### src/rtl/tinyalu_arbiter_if.sv
// tinyalu_arbiter_if: groups the requester bus and the tinyalu-side bus of
// the arbiter into one bundle.
//   slave  modport : the arbiter (samples requests and ALU done/result,
//                    drives acks, responses and ALU operands/start)
//   master modport : the environment (requesters plus the ALU itself)
// Requester i uses req[i], req_a[8i+7:8i], req_b[8i+7:8i], req_op[3i+2:3i].
interface tinyalu_arbiter_if #(
  parameter int N_REQ = 4
);
  logic [N_REQ-1:0]   req;
  logic [8*N_REQ-1:0] req_a;
  logic [8*N_REQ-1:0] req_b;
  logic [3*N_REQ-1:0] req_op;
  logic [N_REQ-1:0]   ack;
  logic [15:0]        rsp_result;
  logic               rsp_err;
  logic [7:0]         alu_a;
  logic [7:0]         alu_b;
  logic [2:0]         alu_op;
  logic               alu_start;
  logic               alu_done;
  logic [15:0]        alu_result;

  modport slave (
    input  req, req_a, req_b, req_op, alu_done, alu_result,
    output ack, rsp_result, rsp_err, alu_a, alu_b, alu_op, alu_start
  );

  modport master (
    output req, req_a, req_b, req_op, alu_done, alu_result,
    input  ack, rsp_result, rsp_err, alu_a, alu_b, alu_op, alu_start
  );
endinterface

### src/rtl/tinyalu_arbiter.sv
// tinyalu_arbiter: round-robin arbiter/sequencer sharing one tinyalu between
// N_REQ requesters.
//   clk   : system clock, rising edge
//   reset : asynchronous, active-high
//   bus   : tinyalu_arbiter_if.slave (requests, one-hot ack + response,
//           ALU operand/start/done/result)
// Optional macro TINYALU_ARB_WATCHDOG_EN adds a BUSY timeout of TIMEOUT
// cycles that ends the operation with rsp_err=1.
//
// state | meaning
// IDLE  | arbitrate, latch the winner's operands
// BUSY  | alu_start high, waiting for alu_done (no_op: one cycle only)
// RESP  | load ack/rsp for the granted requester, update last grant
module tinyalu_arbiter #(
  parameter int N_REQ   = 4,
  parameter int TIMEOUT = 255
) (
  input logic              clk,
  input logic              reset,
  tinyalu_arbiter_if.slave bus
);
  localparam int IDX_W = $clog2(N_REQ);
  localparam logic [2:0] OP_NOP = 3'b000;

  typedef enum logic [1:0] {IDLE, BUSY, RESP} state_t;

  state_t            state_q, state_d;
  logic [IDX_W-1:0]  grant_q, grant_d;
  logic [IDX_W-1:0]  last_q, last_d;
  logic [7:0]        alu_a_q, alu_a_d;
  logic [7:0]        alu_b_q, alu_b_d;
  logic [2:0]        alu_op_q, alu_op_d;
  logic              start_q, start_d;
  logic [15:0]       res_q, res_d;
  logic              err_q, err_d;
  logic [N_REQ-1:0]  ack_q, ack_d;
  logic [15:0]       rsp_result_q, rsp_result_d;
  logic              rsp_err_q, rsp_err_d;

`ifdef TINYALU_ARB_WATCHDOG_EN
  localparam int WD_W = ($clog2(TIMEOUT + 1) > 8) ? $clog2(TIMEOUT + 1) : 8;
  logic [WD_W-1:0]   wd_cnt_q, wd_cnt_d;
`endif

  // Round-robin search starting one past the last served requester.
  logic             found;
  logic [IDX_W-1:0] sel;
  always_comb begin
    logic [IDX_W-1:0] cand;
    found = 1'b0;
    sel   = '0;
    cand  = '0;
    for (int k = 1; k <= N_REQ; k++) begin
      cand = IDX_W'((int'(last_q) + k) % N_REQ);
      if (!found && bus.req[cand]) begin
        found = 1'b1;
        sel   = cand;
      end
    end
  end

  always_comb begin
    state_d      = state_q;
    grant_d      = grant_q;
    last_d       = last_q;
    alu_a_d      = alu_a_q;
    alu_b_d      = alu_b_q;
    alu_op_d     = alu_op_q;
    start_d      = start_q;
    res_d        = res_q;
    err_d        = err_q;
    ack_d        = '0;
    rsp_result_d = '0;
    rsp_err_d    = 1'b0;
`ifdef TINYALU_ARB_WATCHDOG_EN
    wd_cnt_d     = wd_cnt_q;
`endif
    case (state_q)
      IDLE: begin
        // The ack cycle is spent in IDLE; the just-served requester may
        // still hold req then, so arbitration waits until ack has cleared.
        if (found && ack_q == '0) begin
          grant_d  = sel;
          alu_a_d  = bus.req_a[8*int'(sel) +: 8];
          alu_b_d  = bus.req_b[8*int'(sel) +: 8];
          alu_op_d = bus.req_op[3*int'(sel) +: 3];
`ifdef TINYALU_ARB_WATCHDOG_EN
          wd_cnt_d = '0;
`endif
          case (bus.req_op[3*int'(sel) +: 3])
            3'b000, 3'b001, 3'b010, 3'b011, 3'b100: begin
              start_d = 1'b1;
              state_d = BUSY;
            end
            default: begin
              res_d   = '0;
              err_d   = 1'b1;
              state_d = RESP;
            end
          endcase
        end
      end
      BUSY: begin
        if (alu_op_q == OP_NOP) begin
          start_d = 1'b0;
          res_d   = '0;
          err_d   = 1'b0;
          state_d = RESP;
        end else if (bus.alu_done) begin
          start_d = 1'b0;
          res_d   = bus.alu_result;
          err_d   = 1'b0;
          state_d = RESP;
        end
`ifdef TINYALU_ARB_WATCHDOG_EN
        else if (wd_cnt_q == WD_W'(TIMEOUT - 1)) begin
          start_d = 1'b0;
          res_d   = '0;
          err_d   = 1'b1;
          state_d = RESP;
        end else begin
          wd_cnt_d = wd_cnt_q + 1'b1;
        end
`endif
      end
      RESP: begin
        ack_d        = N_REQ'(1) << grant_q;
        rsp_result_d = res_q;
        rsp_err_d    = err_q;
        last_d       = grant_q;
        alu_a_d      = '0;
        alu_b_d      = '0;
        alu_op_d     = '0;
        state_d      = IDLE;
      end
      default: state_d = IDLE;
    endcase
  end

  always_ff @(posedge clk or posedge reset) begin
    if (reset) begin
      state_q      <= IDLE;
      grant_q      <= '0;
      last_q       <= IDX_W'(N_REQ - 1);
      alu_a_q      <= '0;
      alu_b_q      <= '0;
      alu_op_q     <= '0;
      start_q      <= 1'b0;
      res_q        <= '0;
      err_q        <= 1'b0;
      ack_q        <= '0;
      rsp_result_q <= '0;
      rsp_err_q    <= 1'b0;
`ifdef TINYALU_ARB_WATCHDOG_EN
      wd_cnt_q     <= '0;
`endif
    end else begin
      state_q      <= state_d;
      grant_q      <= grant_d;
      last_q       <= last_d;
      alu_a_q      <= alu_a_d;
      alu_b_q      <= alu_b_d;
      alu_op_q     <= alu_op_d;
      start_q      <= start_d;
      res_q        <= res_d;
      err_q        <= err_d;
      ack_q        <= ack_d;
      rsp_result_q <= rsp_result_d;
      rsp_err_q    <= rsp_err_d;
`ifdef TINYALU_ARB_WATCHDOG_EN
      wd_cnt_q     <= wd_cnt_d;
`endif
    end
  end

  assign bus.ack        = ack_q;
  assign bus.rsp_result = rsp_result_q;
  assign bus.rsp_err    = rsp_err_q;
  assign bus.alu_a      = alu_a_q;
  assign bus.alu_b      = alu_b_q;
  assign bus.alu_op     = alu_op_q;
  assign bus.alu_start  = start_q;
endmodule

### src/flat_wrapper.sv
// flat-port wrapper written by rule: the top's interface ports become plain ports
module tinyalu_arbiter_flat 
#(
  parameter int N_REQ   = 4,
  parameter int TIMEOUT = 255
)
  (clk, reset, bus_req, bus_req_a, bus_req_b, bus_req_op, bus_alu_done, bus_alu_result, bus_ack, bus_rsp_result, bus_rsp_err, bus_alu_a, bus_alu_b, bus_alu_op, bus_alu_start);
  tinyalu_arbiter_if #(.N_REQ(N_REQ)) bus_i ();
  input logic clk;
  input logic reset;
  input wire logic [$bits(bus_i.req)-1:0] bus_req;
  input wire logic [$bits(bus_i.req_a)-1:0] bus_req_a;
  input wire logic [$bits(bus_i.req_b)-1:0] bus_req_b;
  input wire logic [$bits(bus_i.req_op)-1:0] bus_req_op;
  input wire logic [$bits(bus_i.alu_done)-1:0] bus_alu_done;
  input wire logic [$bits(bus_i.alu_result)-1:0] bus_alu_result;
  output wire logic [$bits(bus_i.ack)-1:0] bus_ack;
  output wire logic [$bits(bus_i.rsp_result)-1:0] bus_rsp_result;
  output wire logic [$bits(bus_i.rsp_err)-1:0] bus_rsp_err;
  output wire logic [$bits(bus_i.alu_a)-1:0] bus_alu_a;
  output wire logic [$bits(bus_i.alu_b)-1:0] bus_alu_b;
  output wire logic [$bits(bus_i.alu_op)-1:0] bus_alu_op;
  output wire logic [$bits(bus_i.alu_start)-1:0] bus_alu_start;
  assign bus_i.req = bus_req;
  assign bus_i.req_a = bus_req_a;
  assign bus_i.req_b = bus_req_b;
  assign bus_i.req_op = bus_req_op;
  assign bus_i.alu_done = bus_alu_done;
  assign bus_i.alu_result = bus_alu_result;
  assign bus_ack = bus_i.ack;
  assign bus_rsp_result = bus_i.rsp_result;
  assign bus_rsp_err = bus_i.rsp_err;
  assign bus_alu_a = bus_i.alu_a;
  assign bus_alu_b = bus_i.alu_b;
  assign bus_alu_op = bus_i.alu_op;
  assign bus_alu_start = bus_i.alu_start;
  tinyalu_arbiter #(.N_REQ(N_REQ), .TIMEOUT(TIMEOUT)) u_core (.clk(clk), .reset(reset), .bus(bus_i));
endmodule
### config.mk
export PLATFORM = sky130hd
export DESIGN_NAME = tinyalu_arbiter_flat
export DESIGN_NICKNAME = d
export VERILOG_FILES = /design/src/rtl/tinyalu_arbiter_if.sv /design/src/rtl/tinyalu_arbiter.sv /design/src/flat_wrapper.sv
export SDC_FILE = /design/constraint.sdc
export NUM_CORES = 1
export LEC_CHECK = 0
export ABC_AREA = 1
export BUFFER_PORTS_ARGS = -buffer_cell sky130_fd_sc_hd__buf_2
export CORE_MARGIN = 3
export CORE_UTILIZATION = 44
export CTS_BUF_LIST = sky130_fd_sc_hd__clkbuf_8 sky130_fd_sc_hd__clkbuf_16
export DETAILED_ROUTE_END_ITERATION = 7
export HOLD_SLACK_MARGIN = 0.05
export PLACE_DENSITY = 0.75
export SLEW_MARGIN = 20
export SYNTH_ARGS = -nofsm -noshare
export SYNTH_HDL_FRONTEND = slang
export SYNTH_SLANG_ARGS = --single-unit
### constraint.sdc
create_clock -name clk -period 2.2 [get_ports clk]
set_clock_uncertainty 0.15 [all_clocks]
set_input_delay 0.11 -clock clk [delete_from_list [all_inputs] [get_ports clk]]
set_output_delay 0.11 -clock clk [all_outputs]
set_load 0.02 [all_outputs]
* Word-level counts from Yosys, hierarchy flattened *
Cells that the tools add are included.

operators by class
  reductions and logical operators = 19
  muxes and demuxes = 43
  shifts and indexed selects = 4
  $mul = 1
  equality and inequality tests = 10
  div/mod/pow operators = 0
  $lt $le $gt $ge = 4
  bitwise gates (word level) = 0
  add/subtract/negate cells = 4

operator list
  cell                                                                   number
  16-bit two-way mux                                                     5
  32-bit by 6-bit variable part select with 8-bit output                 2
  16-bit one-hot mux with 2 select lines                                 1
  8-bit one-hot mux with 2 select lines                                  2
  12-bit by 32-bit variable part select with 3-bit output                1
  2-bit two-way mux                                                      8
  8-bit two-way mux                                                      2
  1-bit two-way mux                                                      15
  2-bit by 3-bit < comparator with 1-bit output (second input constant)  4
  1-bit binary-select mux with 2-bit select                              4
  4-bit AND reduction                                                    2
  3-bit by 2-bit == test with 1-bit output (second input constant)       2
  3-bit logical NOT                                                      2
  3-bit one-hot mux with 2 select lines                                  1
  2-bit AND reduction                                                    3
  5-bit OR reduction                                                     1
  2-bit by 1-bit adder with 2-bit output (second input constant)         2
  2-bit adder (second input constant)                                    2
  1-bit logical AND                                                      4
  4-bit logical NOT                                                      1
  2-bit by 2-bit multiplier with 4-bit output (first input constant)     1
  4-bit two-way mux                                                      1
  2-bit != test (second input constant)                                  2
  1-bit one-hot mux with 2 select lines                                  2
  12 further kinds                                                       15

word-level totals
  output and inout port bits = 41
  ROM bits = 0
  bits in latches = 0
  RAM bits = 0
  input bits = 99
  logic and storage cells = 97
  register bits = 64
  memories = 0

* Logic depth before layout (Yosys ltp) *
Gate-level depths: netlist of run 1.

  depth in word-level cells = 20
  mapped depth = 21
  depth with buffers taken out = 18

* Worst setup path before layout of run 1 *
Ideal clock, no wire load.

  kind = reg-to-reg
  start point = register u_core.last_q[0]
  end point = register u_core.res_q[0]
  buffers on the path = 3
  setup time = 117 ps
  cell stages (with the launch flop) = 21
  clock period less this slack = 2,364 ps
  arrival = 2,096 ps
  slack = -164 ps
  required time = 1,933 ps
  path through = dfstp_2 buf_6 inv_6 nand2_1 nand2_2 nand2_2 nand2_4 nor2_4 nand3_4 nand3_4 buf_6 nand2_1 nand3_1 nand2_1 nand2_2 nand2_4 nand2_4 nand2_8 buf_12 nand2_2 nand2_1

on the way
  cells in the longest elaborated chain, start to end = 19
  elaborated cells between the ends (all ways) = 38
  classes of those cells = add/sub: 4; mul: 1; eq/ne: 6; shift: 1; mux: 16; reduce/logical: 10

ends and longest elaborated chain
  what                                                              RTL line                text
  from (decl)                                                       tinyalu_arbiter.sv:29   logic [IDX_W-1:0] last_q, last_d;
  from (signal assigned)                                            tinyalu_arbiter.sv:144  last_q <= IDX_W'(N_REQ - 1);
  from (signal assigned)                                            tinyalu_arbiter.sv:160  last_q <= last_d;
  2-bit by 1-bit adder with 2-bit output                            tinyalu_arbiter.sv:54   cand = IDX_W'((int'(last_q) + k) % N_REQ);
  1-bit binary-select mux with 2-bit select                         tinyalu_arbiter.sv:55   if (!found && bus.req[cand]) begin
  1-bit two-way mux (not written as such)                           tinyalu_arbiter.sv:55
  1-bit two-way mux                                                 tinyalu_arbiter.sv:55
  1-bit logical NOT                                                 tinyalu_arbiter.sv:55
  1-bit logical AND                                                 tinyalu_arbiter.sv:55
  1-bit two-way mux                                                 tinyalu_arbiter.sv:55
  1-bit logical NOT                                                 tinyalu_arbiter.sv:55
  (+3 left out)                                                     --
  1-bit logical AND                                                 tinyalu_arbiter.sv:55
  2-bit two-way mux                                                 tinyalu_arbiter.sv:55
  2-bit by 2-bit multiplier with 4-bit output                       tinyalu_arbiter.sv:90   case (bus.req_op[3*int'(sel) +: 3])
  12-bit by 32-bit variable part select with 3-bit output           tinyalu_arbiter.sv:90
  3-bit by 1-bit == test with 1-bit output (tied with other cells)  tinyalu_arbiter.sv:90
  5-bit OR reduction                                                tinyalu_arbiter.sv:90
  2-bit != test (no line)                                           --
  4-bit AND reduction (no line) (*)                                 --
  to (signal assigned)                                              tinyalu_arbiter.sv:165  res_q <= res_d;
  to (decl)                                                         tinyalu_arbiter.sv:34   logic [15:0] res_q, res_d;

Mark *: on every way between the ends. The rest lies on a longest branch, timed or not. The select of a mux whose other input is x is not followed.
A chain may end at the register's enable or synchronous reset.

* Worst setup path in the final report of run 1 *
  start point = register u_core.last_q[0]
  end point = register u_core.res_q[10]

Same word-level chain as after synthesis.

==> impl_metrics.toml, run 1 <==
[status]
status = "finished, violations left"
violations = "setup timing"

[yosys]
ys_seq_area_share_pct = 47.7
synth_area_leader_cell = "dfrtp_1"
yosysMostFrequentCell = "nand2_1"
synth_fa_ha_area_share_pct = 0
synth_cell_types = 31
synth_common_cells = "nand2_1 (146), dfrtp_1 (62), nor2_1 (34)"
synth_compound_area_share_pct = 7.55
ys_ff_latch = 64
syn-instance-count = 425
synth_area_mm2 = 0.00337
synth_mux_area_share_pct = 0
synthesis.nets = 524
yosys_warnings = 0
async_flop_share_pct = 100
synth_area_leaders = "dfrtp_1 (46%), nand2_1 (16%), nor2_1 (3.8%), nand4_1 (3.7%), nand2_2 (3.5%)"
synth_top_area_share_pct = 46.1
synth-edff-count = 0
synth_top_family_by_area = "simple AND/OR/NAND/NOR gates"
synth_simple_gate_area_share_pct = 37.3
yosys.area_share.xor_xnor_pct = 0
syn_area_per_cell_um2 = 7.92
synth_flop_cell = "dfrtp_1"

[final_layout]
fill_cells = 434
seq_area_mm2 = 0.00160
fin_util_pct = 79.2
nNetsFinal = 786
area_growth_pct = 72.6
drive_gt1_share_pct = 42.8
multi_input_area_mm2 = 0.00180

[sta]
hold_viol = 0
worst-slew-pin-transition_ns = 0.627
max_freq_mhz = 397
slew_viol_final = 0
fin_ws_ns = -0.316
period_minus_slack_ns = 2.52
fin_crit_sh_pct = 114
slew_headroom_pct = 57.8
rsz0062_at_grt = "true"
setup_viol = 41

[global_route]
grt_overflow = 0
grt_pass1_wl_mm = 19.6
grt_use_total_pct = 28.7
grt_pass1_vias = 4212
grt_antenna_before_repair = 1
grt_max_degree = 38

[place]
gp_routability_congestion = 0.946
port-buffer-count = 139
post-dp-hpwl_mm = 6.68

[pwr]
power.static_leakage_nw = 3.08
p_total_w = 0.0100
ir_drop_mv = 0.913
p_per_area_mw_per_mm2 = 1720

[critical_path]
crit_buf_inv = 3
end_kind = "flop"
worstPathCellList = "buf_12 > inv_8 > nand2_1 > nand2_1 > nand2_1 > nand2_1 > nand2_4 > nand2_2 > nand2_4 > buf_4 > nand4_1 > nand3_1 > nand2_1 > nand2_2 > nand2_4 > nand2_8 > nand2_8 > nand2_2 > nand2_1"
max_stage_delay_ns = 0.55
cp_slowest_cell = "dfstp_2"
cpMostUsedCell = "nand2_1"
path_max_fanout = 8
critical_path_class = "flop to flop"
path_delay_family = "simple AND/OR/NAND/NOR gates"
arrival_ns = 2.59
critPathRequiredTime_ns = 2.27
startpoint_type = "flop"

[drt]
drt_iter0_markers = 207
route.detailed.drc = 0
drt_first_pass_iters = 4
avgViaCountPerCell = 5.15
wl_mm = 12.5
num_vias = 4073
wl_per_cell_um = 15.8
ant_nets = 0

[clock_tree]
clk_latency_ns = 0.33
numClockSinks = 64
cts_buffers = 9
cts_tree = "done"
cts-root-buf = "clkbuf_8"
htreeDepth = 3
clkTransAtPathRegs_ns = 0.07
cts_buffer_depth = 2

[floorplanning]
die_x_um = 93.5
die-area_mm2 = 0.00873
die_y_um = 93.5
core-area_mm2 = 0.00733
fp-row-count = 31
start_util_pct = 45.9
pin_count = 140

[min_path]
hp-class = "primary input to flop"

[run]
cap_violations = 0
[cells in the final DEF (no fill, tap or decap), types with 3 or more instances in the layout]
| cell | n |
|---|---|
| buf_2 | 139 |
| nand2_1 | 131 |
| dlygate4sd3_1 | 76 |
| dfrtp_1 | 62 |
| buf_4 | 35 |
| nor2_1 | 29 |
| inv_1 | 29 |
| nand2_2 | 25 |
| nand4_1 | 20 |
| nand3_1 | 17 |
| nand2_4 | 15 |
| or2_2 | 11 |
| o211ai_1 | 11 |
| clkbuf_8 | 10 |
| buf_6 | 9 |
| a21oi_1 | 8 |
| inv_2 | 6 |
| o21ai_0 | 6 |
| nand3_4 | 5 |
| a21oi_2 | 5 |
| nor2_4 | 4 |
| a22oi_2 | 4 |
| clkinv_2 | 4 |
| buf_12 | 4 |
| o31ai_4 | 3 |
| nand2_8 | 3 |
[logic make-up after synthesis]
group,count (synthesis)
buffers and inverters,56
AO/OA/AOI/OAI,40
flip-flops,64
AND/OR/NAND/NOR,265
[final cells by class]
class                           count  area share [%]
Clock buffer                       10            2.37
Clock inverter                      5           0.840
Timing Repair inverter              1          0.0862
Sequential cell                    64            27.6
Timing Repair Buffer              264            33.2
Tap cell                           99            2.13
Antenna cell                        1          0.0431
Multi-Input combinational cell    309            30.9
Inverter                           38            2.80
[worst reg2reg max path, stage by stage (launching register included)]
cell and delay (ns):
dfstp_2 0.55, buf_12 0.12, inv_8 0.04, nand2_1 0.07
nand2_1 0.09, nand2_1 0.07, nand2_1 0.09, nand2_4 0.10
nand2_2 0.06, nand2_4 0.10, buf_4 0.14, nand4_1 0.10
nand3_1 0.11, nand2_1 0.09, nand2_2 0.10, nand2_4 0.08
nand2_8 0.12, nand2_8 0.09, nand2_2 0.08, nand2_1 0.04
[registers in the layout (all words and copies together) (netlist names), 3 cells and up]
name                   cells
u_core.bus.alu_b           8
u_core.bus.rsp_result     16
u_core.bus.ack             4
u_core.res_q              16
u_core.bus.alu_op          3
u_core.bus.alu_a           8
[report_power, final]
group,internal [W],switching (W)
sequential,0.00160,0.000260
clock,0.000537,0.000414
combinational,0.00297,0.00422
total,0.00511,0.00489
[layer usage]
metal	routed length (um)	global-route usage (%)	part of all wire, %	vias up
li1	-	-	-	1899
met4	589	15.9	4.7	0
met3	927	6.03	7.4	58
met1	4560	32.7	36	1874
met5	0	0	0	-
met2	6450	49.8	51	242
[per-stage QoR]
| stage | worst slack, ns | instance area [um^2] | TNS, ns | hold slack [ns] | instances |
|---|---|---|---|---|---|
| final | -0.316 | 5810 | -9.86 | 0.0457 | 791 |
| after global routing | -0.447 | 5810 | -14.76 | 0.0568 | 791 |
| after CTS | -0.177 | 5620 | -4.70 | 0.0525 | 783 |
| after detailed placement | -0.233 | 4340 | -7.69 | 0.0742 | 674 |
| after global placement | -0.137 | 4340 | -4.53 | 0.0594 | 674 |
| after floorplan | -0.150 | 3390 | -2.39 | 0.0673 | 425 |
[path summary, 6_finish.rpt]
check | from | to | slack [ns] | depth (start not counted)
worst max-delay path | u_core.last_q[0]$_DFFE_PP1P_ | u_core.res_q[10]$_DFFE_PP0P_ | -0.32 | 19
worst min register to register | u_core.res_q[15]$_DFFE_PP0P_ | u_core.res_q[15]$_DFFE_PP0P_ | 0.32 | 2
worst min-delay path | bus_req_a[15] | u_core.bus.alu_a[7]$_DFFE_PP0P_ | 0.05 | 5
min in group asynchronous | reset | u_core.res_q[1]$_DFFE_PP0P_ | 0.25 | 3
worst max register to register | u_core.last_q[0]$_DFFE_PP1P_ | u_core.res_q[10]$_DFFE_PP0P_ | -0.32 | 19
max in group asynchronous | reset | u_core.last_q[1]$_DFFE_PP1P_ | 0.96 | 4
[repair_timing]
action | CTS | global route
hold endpoints to repair | 61 | 0
setup endpoints to repair | 41 | 41
cloned | 8 | 1
setup buffers | 10 | 6
hold buffers | 76 | 0
resized for setup | 44 | 34
pin swaps | 4 | 14
(Power assumes the default switching activity.)
==> inputs of run 2 (changes only) <==
- PLACE_DENSITY: 0.75 -> not set
- PLACE_DENSITY_LB_ADDON: not set -> 0.08
==> run 2 against run 1 <==
  * The run still ends with setup timing left
  * Non-clock buffer count decreased by 1
  * Global-route usage decreased by 2.3 points
  * Utilization decreased by 0.48 points
  * Critical path depth decreased by 3
  * Worst setup slack improved by 0.035 ns
  * Power decreased by 4.6%
  * Sequential power about the same
  * Register-to-register slack improved by 0.04 ns
  * Worst hold slack improved by 0.018 ns
  * Flip-flop and latch count unchanged
  * Final cell count decreased by 0.25%
==> impl_metrics.toml, run 2 (synthesis results as in run 1) <==
[clock_tree]
numClockSinks = 64
cts-root-buf = "clkbuf_8"
cts_buffer_depth = 2
cts_tree = "done"
htreeDepth = 3
cts_buffers = 9
clkTransAtPathRegs_ns = 0.07
clk_latency_ns = 0.34

[critical_path]
path_max_fanout = 6
critical_path_class = "flop to flop"
end_kind = "flop"
r2r_setup_slack_ns = -0.28
r2r_start = "u_core.last_q[0]$_DFFE_PP1P_"
critPathRequiredTime_ns = 2.33
cpMostUsedCell = "nand2_1"
startpoint_type = "flop"
rr_endpoint = "u_core.err_q$_DFFE_PP0P_"
worstPathCellList = "buf_12 > nand2_1 > nand3_2 > nand2_2 > nor2_4 > nand3_4 > nand3_4 > inv_4 > or2_0 > nand2_1 > nand2_2 > nand2_4 > nand2_8 > nand2_4 > nand2_1 > nand2_1"
max_stage_delay_ns = 0.56
cp-startpoint = "u_core.last_q[0]$_DFFE_PP1P_"
reg2reg_depth = 16
cp_slowest_cell = "dfstp_2"
crit_end = "u_core.err_q$_DFFE_PP0P_"
arrival_ns = 2.61

[global_route]
grt_pass1_vias = 3852
grt_antenna_before_repair = 0
grt_max_degree = 65
grt_pass1_wl_mm = 18.0
grt-busiest-layer = "met2"
use_met1_pct = 31.7
grt_overflow = 0
use_met3_pct = 7.16
grt_use_total_pct = 26.4
use_met2_pct = 45.0

[floorplanning]
die-area_mm2 = 0.00873
start_util_pct = 45.9
die_y_um = 93.5
pin_count = 140
core-area_mm2 = 0.00733
fp-row-count = 31
die_x_um = 93.5

[final_layout]
drive_gt1_share_pct = 40.9
nNetsFinal = 784
area_growth_pct = 71.5
layout_commonest_cell = "buf_2"
fill_cells = 482
stdcell_count = 789
final_cell_mix = "buf_2 (139), nand2_1 (129), dlygate4sd3_1 (81)"
num_antenna_cells = 0

[status]
status = "finished, violations left"
violations = "setup timing"

[min_path]
hp-class = "primary input to flop"

[pwr]
power.static_leakage_nw = 3.08
p_total_w = 0.00954
ir_drop_mv = 1.06
p_per_area_mw_per_mm2 = 1650

[sta]
max_freq_mhz = 403
slew_viol_final = 0
hold_viol = 0
rsz0062_at_grt = "true"
slew_headroom_pct = 66.8
setup_viol = 37
fin_ws_ns = -0.281
worst-slew-pin-transition_ns = 0.497
fin_crit_sh_pct = 113
finalSetupTns_ns = -8.03
period_minus_slack_ns = 2.48

[run]
cap_violations = 0

[drt]
route.detailed.drc = 0
num_vias = 3856
wl_per_cell_um = 14.7
avgViaCountPerCell = 4.89
drt_iter0_markers = 163
wl_mm = 11.6
drt_first_pass_iters = 4
ant_nets = 0

[place]
post-dp-hpwl_mm = 6.62
dpl.cell_count = 679
port-buffer-count = 139
gp_routability_congestion = 0.877
pre_cts_slack_ns = -0.233
==> run 2: per-layer routing <==
metal / wire length (um) / share of wire [%]
met4: 297 / 2.6
met3: 876 / 7.5
met5: 0 / 0
met1: 4630 / 40
met2: 5830 / 50
==> run 2: worst min path at each step <==
| stage | slack [ns] | cells past startpoint | start | to |
|---|---|---|---|---|
| 2_1_floorplan | 0.07 | 1 | bus_alu_done | u_core.state_q[0]$_DFFE_PP0P_ |
| 3_3_place_gp | 0.05 | 3 | reset | u_core.bus.rsp_result[6]$_DFF_PP0_ |
| 3_5_place_dp | 0.05 | 3 | reset | u_core.res_q[9]$_DFFE_PP0P_ |
| 4_1_cts | 0.05 | 5 | bus_req_op[7] | u_core.bus.alu_op[1]$_DFFE_PP0P_ |
| 5_1_grt | 0.07 | 5 | bus_req_op[7] | u_core.bus.alu_op[1]$_DFFE_PP0P_ |
| 6_report | 0.06 | 5 | bus_req_a[23] | u_core.bus.alu_a[7]$_DFFE_PP0P_ |
==> run 2: final cells by class <==
| type | instances | area (um^2) | area share, % |
|---|---|---|---|
| Multi-Input combinational cell | 309 | 1720 | 29.8 |
| Tap cell | 99 | 124 | 2.15 |
| Clock buffer | 9 | 124 | 2.15 |
| Timing Repair Buffer | 263 | 1950 | 33.9 |
| Sequential cell | 64 | 1600 | 27.8 |
| Inverter | 38 | 154 | 2.67 |
| Clock inverter | 7 | 95.1 | 1.65 |
==> run 2: worst max-delay path: cells and delay by family (launching register included) <==
family	cells	cell delay [ns]
AND/OR/NAND/NOR	14	1.55
buffers and inverters	2	0.18
flip-flops	1	0.56
==> run 2: stage by stage <==
stage	util, %	hold WS [ns]	instance area (um^2)
after floorplan	-	0.0673	3390
after global placement	59.7	0.0512	4370
after detailed placement	59.7	0.0535	4370
after CTS	75.3	0.0500	5520
after global routing	78.8	0.0673	5770
final	78.8	0.0639	5770
==> run 2: what timing repair did <==
action	in CTS	in global routing
gates cloned	3	3
setup endpoints to repair	39	39
resized for setup	15	35
hold buffers	81	0
buffers inserted	3	4
pin swaps	3	10
endpoints found under the hold margin	99	0
==> run 2: where the power goes <==
group	total, W	internal, W	switching [W]	leakage (nW)
registers	0.00183	0.00159	0.000236	0.839
clock network	0.00112	0.000639	0.000477	0.110
logic	0.00659	0.00277	0.00382	2.13
total	0.00954	0.00501	0.00453	3.08
==> inputs of run 3 (changes only) <==
- SKIP_LAST_GASP: not set -> 1
==> run 3 against run 2 <==
  * Flip-flop and latch count stayed put
  * Sequential power is essentially flat
  * Worst setup slack better by 0.0021 ns
  * Highest routed layer unchanged
  * Cell area about the same
  * Utilization decreased by 0.051 points
  * Critical path depth unchanged
  * Critical path type unchanged
  * The flow still finishes with violations (setup timing)
  * Global-route usage is the same
  * Die area unchanged
  * Largest power group unchanged
==> impl_metrics.toml, run 3 (synthesis results as in run 1) <==
[floorplanning]
die_y_um = 93.5
start_util_pct = 45.9
core-area_mm2 = 0.00733
fp-row-count = 31
die_x_um = 93.5
pin_count = 140
die-area_mm2 = 0.00873

[drt]
avgViaCountPerCell = 4.90
ant_nets = 0
wl_per_cell_um = 14.7
num_vias = 3868
wl_mm = 11.6
drt_iter0_markers = 172
route.detailed.drc = 0
drt_first_pass_iters = 4

[pwr]
power.static_leakage_nw = 3.08
ir_drop_mv = 1.07
p_per_area_mw_per_mm2 = 1650

[final_layout]
seq_area_mm2 = 0.00160
layout_commonest_cell = "buf_2"
multi_input_area_mm2 = 0.00172
drive_gt1_share_pct = 40.9
nNetsFinal = 784
fill_cells = 483
postLayoutCellArea_mm2 = 0.00577
final_cell_mix = "buf_2 (139), nand2_1 (129), dlygate4sd3_1 (81)"
area_growth_pct = 71.4
num_antenna_cells = 0

[sta]
max_freq_mhz = 403
whs_ns = 0.0639
fin_ws_ns = -0.278
rsz0062_at_grt = "true"
fin_crit_sh_pct = 113
setup_viol = 37
period_minus_slack_ns = 2.48
slew_viol_final = 0
worst-slew-pin-transition_ns = 0.491
hold_viol = 0
slew_headroom_pct = 67.2

[min_path]
hold_path_depth = 5
hp-start = "bus_req_a[23]"
holdPathEnd = "u_core.bus.alu_a[7]$_DFFE_PP0P_"
hp-class = "primary input to flop"

[place]
gp_routability_congestion = 0.877
post-dp-hpwl_mm = 6.62
placed_cell_area_mm2 = 0.00437
port-buffer-count = 139
pre_cts_slack_ns = -0.233

[global_route]
grt_max_degree = 65
grt_pass1_vias = 3852
grt_overflow = 0
grt_use_total_pct = 26.4
grt_pass1_wl_mm = 18.0
grt_antenna_before_repair = 0

[run]
cap_violations = 0

[status]
violations = "setup timing"
status = "finished, violations left"

[critical_path]
end_kind = "flop"
cp-startpoint = "u_core.last_q[0]$_DFFE_PP1P_"
arrival_ns = 2.61
startpoint_type = "flop"
path_max_fanout = 6
r2r_start = "u_core.last_q[0]$_DFFE_PP1P_"
r2r_setup_slack_ns = -0.28
critical_path_class = "flop to flop"
reg2reg_depth = 16
rr_endpoint = "u_core.err_q$_DFFE_PP0P_"
critPathRequiredTime_ns = 2.33

[clock_tree]
numClockSinks = 64
clkTransAtPathRegs_ns = 0.08
clk_latency_ns = 0.34
cts_buffer_depth = 2
cts_buffers = 9
htreeDepth = 3
cts_tree = "done"
cts-root-buf = "clkbuf_8"
-- run 3: cell counts in the layout (fill, tap and decap cells not counted) --
Identical to the previous run, type by type.
-- run 3: where the power goes --
group	internal [W]	leakage [nW]	switching (W)
Combinational	0.00276	2.13	0.00382
Sequential	0.00159	0.839	0.000236
Clock	0.000639	0.110	0.000479
Total	0.00500	3.08	0.00453
-- run 3: worst max path at each step --
stage,to,slack (ns)
2_1_floorplan,u_core.res_q[0]$_DFFE_PP0P_,-0.15
3_3_place_gp,u_core.res_q[14]$_DFFE_PP0P_,-0.14
3_5_place_dp,u_core.res_q[11]$_DFFE_PP0P_,-0.23
4_1_cts,u_core.res_q[0]$_DFFE_PP0P_,-0.18
5_1_grt,u_core.err_q$_DFFE_PP0P_,-0.40
6_report,u_core.err_q$_DFFE_PP0P_,-0.28
-- run 3: final cells by class --
type                       instances  share of cell area (%)
timing repair buffer             263                    33.8
multi-input combinational        309                    29.8
sequential                        64                    27.8
inverter                          38                    2.67
clock buffer                       9                    2.15
tap                               99                    2.15
clock inverter                     7                    1.65
-- run 3: worst max-delay path: stages (launching register included) --
cell,delay [ns]
dfstp_2,0.56
buf_12,0.12
nand2_1,0.11
nand3_2,0.12
nand2_2,0.07
nor2_4,0.17
nand3_4,0.12
nand3_4,0.14
inv_4,0.06
or2_0,0.21
nand2_1,0.08
nand2_2,0.08
nand2_4,0.10
nand2_8,0.10
nand2_4,0.13
nand2_1,0.07
nand2_1,0.05
-- run 3: through the flow --
step | util, % | total power [W] | cells | TNS (ns)
floorplan | - | 0.00540 | 425 | -2.39
global placement | 59.7 | 0.00681 | 679 | -4.06
detailed placement | 59.7 | 0.00689 | 679 | -6.55
CTS | 75.3 | 0.00849 | 782 | -4.75
global route | 78.7 | 0.0102 | 789 | -12.82
finish | 78.7 | 0.00953 | 789 | -8.03
-- run 3: timing repair --
item,in CTS,in global routing
endpoints found under the setup margin,39,39
pin swaps,3,10
hold buffers,81,0
gates resized for setup,15,34
hold endpoints to repair,99,0
gates cloned,3,3
setup buffers,3,4
-- run 3: routing by layer --
layer	routed length (um)	vias up	track usage (%)
li1	-	1888	-
met1	4600	1780	31.7
met2	5810	168	45.0
met3	905	32	7.16
met4	325	0	9.89
met5	0	-	0
